--- config.mk ---
export PLATFORM = sky130hd
export DESIGN_NAME = dvi_lock_supervisor
export DESIGN_NICKNAME = d
export VERILOG_FILES = /design/src/rtl/dvi_lock_supervisor.sv
export SDC_FILE = /design/constraint.sdc
export NUM_CORES = 1
export LEC_CHECK = 0
export CAP_MARGIN = 20
export CELL_PAD_IN_SITES_DETAIL_PLACEMENT = 0
export CELL_PAD_IN_SITES_GLOBAL_PLACEMENT = 1
export CORE_MARGIN = 2
export CORE_UTILIZATION = 46
export DETAILED_ROUTE_END_ITERATION = 8
export DONT_BUFFER_PORTS = 1
export GPL_TIMING_DRIVEN = 0
export PLACE_DENSITY_LB_ADDON = 0.1
export SLEW_MARGIN = 30
export SYNTH_ARGS = -nofsm -noshare
export SYNTH_HDL_FRONTEND = slang
export SYNTH_SLANG_ARGS = --single-unit
--- constraint.sdc ---
create_clock -name clkin -period 2.2 [get_ports clkin]
set_input_delay 0.11 -clock clkin [delete_from_list [all_inputs] [get_ports clkin]]
set_output_delay 0.11 -clock clkin [all_outputs]
set_load 0.05 [all_outputs]
--- src/rtl/dvi_lock_supervisor.sv ---
`default_nettype none
// ============================================================================
// Module      : dvi_lock_supervisor
// Description : Supervises the DVI PLL lock: waits for a settled lock before
//               releasing the video reset, and pulses the PLL reset on timeout.
//               Optional loss-event counter: DVI_LOCK_SUPERVISOR_LOSS_COUNT_EN.
// Revision    : 1.0 - initial release
// ============================================================================
module dvi_lock_supervisor #(
    parameter int SETTLE_CYCLES  = 1024,
    parameter int TIMEOUT_CYCLES = 250000,
    parameter int RST_PULSE      = 16
) (
    input  logic       clkin,
    input  logic       resetn,
    input  logic       pll_locked,
    output logic       pll_rst,
    output logic       sys_resetn,
    output logic       ready,
    output logic [7:0] loss_count
);

    localparam int c_max_a   = (SETTLE_CYCLES > TIMEOUT_CYCLES) ? SETTLE_CYCLES : TIMEOUT_CYCLES;
    localparam int c_max     = (c_max_a > RST_PULSE) ? c_max_a : RST_PULSE;
    localparam int c_timer_w = (c_max > 1) ? $clog2(c_max) : 1;

    typedef enum logic [1:0] {
        ST_WAIT_LOCK = 2'd0,
        ST_SETTLE    = 2'd1,
        ST_RUN       = 2'd2,
        ST_RETRY     = 2'd3
    } state_t;

    state_t                 r_state_q, w_state_d;
    logic [c_timer_w-1:0]   r_timer_q, w_timer_d;
    logic                   r_sync1_q, r_sync2_q;
    logic                   r_ready_q, w_ready_d;
    logic                   r_pll_rst_q, w_pll_rst_d;

    // r_sync2_q is the synchronized lock; nothing else looks at pll_locked.
    always_ff @(posedge clkin) begin
        if (!resetn) begin
            r_sync1_q   <= 1'b0;
            r_sync2_q   <= 1'b0;
            r_state_q   <= ST_WAIT_LOCK;
            r_timer_q   <= '0;
            r_ready_q   <= 1'b0;
            r_pll_rst_q <= 1'b0;
        end else begin
            r_sync1_q   <= pll_locked;
            r_sync2_q   <= r_sync1_q;
            r_state_q   <= w_state_d;
            r_timer_q   <= w_timer_d;
            r_ready_q   <= w_ready_d;
            r_pll_rst_q <= w_pll_rst_d;
        end
    end

    always_comb begin
        w_state_d   = r_state_q;
        w_timer_d   = r_timer_q + c_timer_w'(1);
        w_ready_d   = (r_state_q == ST_RUN);
        w_pll_rst_d = (r_state_q == ST_RETRY);
        case (r_state_q)
            ST_WAIT_LOCK: begin
                if (r_sync2_q) begin
                    w_state_d = ST_SETTLE;
                    w_timer_d = '0;
                end else if (r_timer_q == c_timer_w'(TIMEOUT_CYCLES - 1)) begin
                    w_state_d = ST_RETRY;
                    w_timer_d = '0;
                end
            end
            ST_SETTLE: begin
                if (!r_sync2_q) begin
                    w_state_d = ST_WAIT_LOCK;
                    w_timer_d = '0;
                end else if (r_timer_q == c_timer_w'(SETTLE_CYCLES - 1)) begin
                    w_state_d = ST_RUN;
                    w_timer_d = '0;
                end
            end
            ST_RUN: begin
                w_timer_d = '0;
                if (!r_sync2_q) begin
                    w_state_d = ST_WAIT_LOCK;
                end
            end
            ST_RETRY: begin
                // Lock is deliberately ignored while the PLL is held in reset.
                if (r_timer_q == c_timer_w'(RST_PULSE - 1)) begin
                    w_state_d = ST_WAIT_LOCK;
                    w_timer_d = '0;
                end
            end
            default: begin
                w_state_d = ST_WAIT_LOCK;
                w_timer_d = '0;
            end
        endcase
    end

    assign pll_rst    = r_pll_rst_q;
    assign ready      = r_ready_q;
    assign sys_resetn = r_ready_q;

`ifdef DVI_LOCK_SUPERVISOR_LOSS_COUNT_EN
    logic [7:0] r_loss_q, w_loss_d;

    always_comb begin
        w_loss_d = r_loss_q;
        if ((r_state_q == ST_RUN) && !r_sync2_q && (r_loss_q != 8'hFF)) begin
            w_loss_d = r_loss_q + 8'd1;
        end
    end

    always_ff @(posedge clkin) begin
        if (!resetn) begin
            r_loss_q <= 8'd0;
        end else begin
            r_loss_q <= w_loss_d;
        end
    end

    assign loss_count = r_loss_q;
`else
    assign loss_count = 8'd0;
`endif

endmodule
`default_nettype wire

## After elaboration in Yosys (flattened, before gate mapping)

Index checks and enable logic that the tools add are counted.

| storage, ports and cells | value |
|---|---|
| logic and storage cells | 32 |
| flip-flop bits (word level) | 24 |
| output and inout bits | 11 |

| cells by class | value |
|---|---|
| add/sub/neg operators | 1 |
| mux-type cells | 13 |
| reduce and logical (&&, ||, !) cells | 2 |
| eq/ne operators | 10 |

Operators with widths:

| kind | number |
|---|---|
| 2-to-1 mux 18 bit | 5 |
| case mux 18 bit (4 select lines) | 1 |
| adder 18 x 1 -> 18 bit (second input constant) | 1 |
| == test 18 x 10 -> 1 bit (second input constant) | 1 |
| == test 18 bit (second input constant) | 1 |
| == test 18 x 4 -> 1 bit (second input constant) | 1 |
| 2-to-1 mux 2 bit | 6 |
| case mux 2 bit (4 select lines) | 1 |
| != test 3 bit (second input constant) | 2 |
| == test 2 bit (second input constant) | 2 |
| AND reduction 4 bit | 1 |
| == test 2 x 1 -> 1 bit (second input constant) | 1 |
| zero test 2 bit | 1 |
| != test 2 x 1 -> 1 bit (second input constant) | 1 |
| != test 2 bit (second input constant) | 1 |

## Depth between registers and ports, before layout

| logic depth | value |
|---|---|
| word-level depth | 4 |
| depth in mapped cells | 7 |
| mapped depth without buffers | 6 |

## Least setup slack after synthesis

Ideal clock, no wire load.

| timing | value |
|---|---|
| kind | register to register |
| start | register r_timer_q[0] |
| end | register r_timer_q[9] |
| stages on the path, launching flop included | 8 |
| path buffers | 1 |
| library setup time | 115 ps |
| slack | 302 ps |
| arrival time | 1784 ps |
| cell sequence | dfxtp_1 -> ha_1 -> and3_1 -> nand4_1 -> o31a_1 -> o31ai_4 -> buf_6 -> nor2_1 |

| on the way | value |
|---|---|
| cells in the longest elaborated chain, start to end | 4 |
| elaborated cells on any way between the ends | 10 |
| classes of those cells | 1 x add/sub; 3 x eq/ne; 6 x mux |

Ends and longest elaborated chain:

| what | RTL line | RTL |
|---|---|---|
| start: declaration | 35 | `logic [c_timer_w-1:0] r_timer_q, w_timer_d;` |
| start signal: assignment | 53 | `r_timer_q <= w_timer_d;` |
| adder 18 x 1 -> 18 bit, or another cell as far along | 61 | `w_timer_d = r_timer_q + c_timer_w'(1);` |
| 2-to-1 mux 18 bit, on equally long branches | 78, 69 |  |
| 2-to-1 mux 18 bit, on equally long branches | 75, 66 |  |
| case mux 18 bit (4 select lines) (*) | 64 | `case (r_state_q)` |

Mark *: on every way between the ends. The rest lies on a longest branch, timed or not.
A chain may end at the register's enable or synchronous reset.

## Final worst setup path

| timing | value |
|---|---|
| start | register r_timer_q[0] |
| end | register r_timer_q[16] |

Same word-level chain as after synthesis.

==> results.cfg <==
[final_layout]
stdcell_count = 175
fillCellCount = 230
final_layout_size_suffix_gt1_share_pct = 18.6
area_growth_pct = 13.3
fin_area_sq_mm = 0.00132
antenna_cells = 0
fin_nets = 150

[power]
internal-power_w = 0.000775
power.density_mw_per_mm2 = 846
sequentialPowerShare_pct = 46.9
power.share.clock_pct = 28.6
leakage_nw = 0.486
vdd_drop_max_v = 0.000514
comb_power_share_pct = 24.6
p_switching_w = 0.000337
sw_frac_of_total_pct = 30.3

[floorplanning]
core-area_sq_mm = 0.00243
start_util_pct = 47.7
die-area_sq_mm = 0.00294
rows = 18
die_y_um = 54.2
die_w_um = 54.2
io-pin-count = 14

[clock_network]
cts_tree = done
cts.sinks = 24
cts.path.max_buffers = 2
htreeDepth = 1
clockRootBuffer = clkbuf_4
clkTransAtPathRegs_ns = 0.13
cts_made_buffers = 3
clkLatencyLatePin_ns = 0.31

[yosys]
synth_top_area_cell = dfxtp_1
ys_warn_count = 0
synth_enable_flop_cells = 0
synth-seq-cells = 24
synthCells = 130
synth_common_cells = nor2_1 (30), dfxtp_1 (24), xnor2_1 (13)
ys_top_cells_by_area = dfxtp_1 (41%), xnor2_1 (9.8%), nor2_1 (9.7%)
synth_cell_type_count = 27
synth-seq-area-share_pct = 41.4
syn_avg_cell_area_sq_um = 8.93
yosys_most_used_dff = dfxtp_1
yosysMostFrequentCell = nor2_1
synth_top_area_share_pct = 41.4
async_reset_ff_share_pct = 0
syn_area_sq_mm = 0.00116

[route]
routed_wl_mm = 1.97
via_per_inst = 4.70
wire_per_inst_um = 11.3
first_iter_violations = 16
drc = 0
route.antenna.remaining_nets = 0
via_count = 822
dr.pass1.iters = 5

[run_status]
status = finished, final reports clean

[sta]
maxSlewViolCount = 0
fin_crit_sh_pct = 94.8
fin_tns_setup_ns = 0
worst_slew_pin_slew_ns = 0.505
fin_crit_ns = 2.09
fmax_mhz = 479
setup_viol = 0
max_slew_margin_pct = 66.3
rsz0062_at_grt = no
finalHoldViolations = 0
finClkSkew_ns = 0.000785

[worst_setup_path]
crit_type = reg -> reg
path_max_fanout = 5
critical_path_arrival_ns = 2.31
end_kind = flop
crit_required_ns = 2.42
r2r_slack_ns = 0.11
critPathLaunchType = flop

[job]
max-cap-violations = 0

[placed_design]
dp_hpwl_mm = 1.48
port_buffers = 0
dpl.cell_count = 167
dpl_cell_area_sq_mm = 0.00122
gp_congestion = 0.803

[global_routing]
antenna_found_initial = 0
overflow = 0
grt_pass1_wl_mm = 3.24
grt_max_degree = 15
grt_util_all_layers_pct = 15.3
grt_pass1_vias = 721

[hold_path]
hold_class = in -> reg
cells in the final DEF (no fill, tap or decap), drive strengths merged, types with 2 or more instances in the layout:
master	count
nor2	30
dfxtp	24
xnor2	13
buf	13
nand3	8
conb	8
nand2	7
nor3	7
and3	7
xor2	4
clkbuf	3
inv	2
nand3b	2
and2	2
dlygate4sd3	2
and4	2
sequential cells by signal (all words and copies together), names as in the netlist:
register and cells:
pll_rst 1, r_timer_q 18, r_sync1_q 1, ready 1, r_sync2_q 1, r_state_q 2
cell type report:
cell class                 instances  area [sq um]  share of cell area, %
multi-input combinational        100           612                   46.5
sequential                        24           480                   36.5
buffer                            11          90.1                   6.85
tap                               30          37.5                   2.85
timing repair buffer               4          35.0                   2.66
clock inverter                     1          30.0                   2.28
clock buffer                       3          22.5                   1.71
inverter                           2          7.51                  0.571
cell families after synthesis:
logic type / after synthesis / share of synthesized area (%)
flops: 24 / 41.4
buf+inv: 13 / 8.40
fa+ha+maj: 1 / 1.08
simple gates: 69 / 29.3
other cells: 1 / 0.323
mux: 1 / 0.862
compound gates: 4 / 5.82
xor+xnor: 17 / 12.8
metrics by stage:
stage	util (%)	hold slack, ns	total power (W)	setup slack [ns]
floorplan	-	0.228	0.000752	0.302
global placement	50.4	0.233	0.000784	0.0386
detailed placement	50.4	0.235	0.000786	0.0420
CTS	53.3	0.430	0.00111	0.00366
global route	54.1	0.455	0.00117	0.00570
finish	54.1	0.442	0.00111	0.114
power groups by stage:
stage                     Clock, W  Combinational [W]  Sequential [W]
after floorplan                  0           0.000228        0.000524
after global routing      0.000343           0.000297        0.000528
after detailed placement         0           0.000255        0.000531
after global placement           0           0.000254        0.000530
after CTS                 0.000325           0.000260        0.000521
final                     0.000318           0.000273        0.000521
repair_timing:
action / in CTS / in global routing
buffers inserted: 0 / 2
endpoints found under the hold margin: 14 / 0
hold buffers: 2 / 0
resized for setup: 0 / 1
endpoints found under the setup margin: 0 / 10
critical path, cell delays in order (launching register included):
cell	delay, ns
dfxtp_1	0.38
ha_2	0.22
and3_1	0.21
nand4_1	0.12
o311a_2	0.44
o31ai_4	0.36
buf_4	0.20
nor2_1	0.05
path summary, 6_finish.rpt:
kind                                start                       end  cells past startpoint
hold / removal                 pll_locked      r_sync1_q$_SDFF_PN0_                      2
setup reg to reg  r_timer_q[0]$_SDFF_PN0_  r_timer_q[16]$_SDFF_PN0_                      7
hold reg to reg      r_sync1_q$_SDFF_PN0_      r_sync2_q$_SDFF_PN0_                      1
setup / recovery  r_timer_q[0]$_SDFF_PN0_  r_timer_q[16]$_SDFF_PN0_                      7
metal layers:
metal	GRT usage, %	wire, um	vias to the layer above
met2	22.1	848	7
met5	0	0	-
met1	22.5	1060	365
met3	2.46	45	2
li1	-	-	448
met4	6.25	15	0
Note: power is estimated with default switching activity, not from simulation.
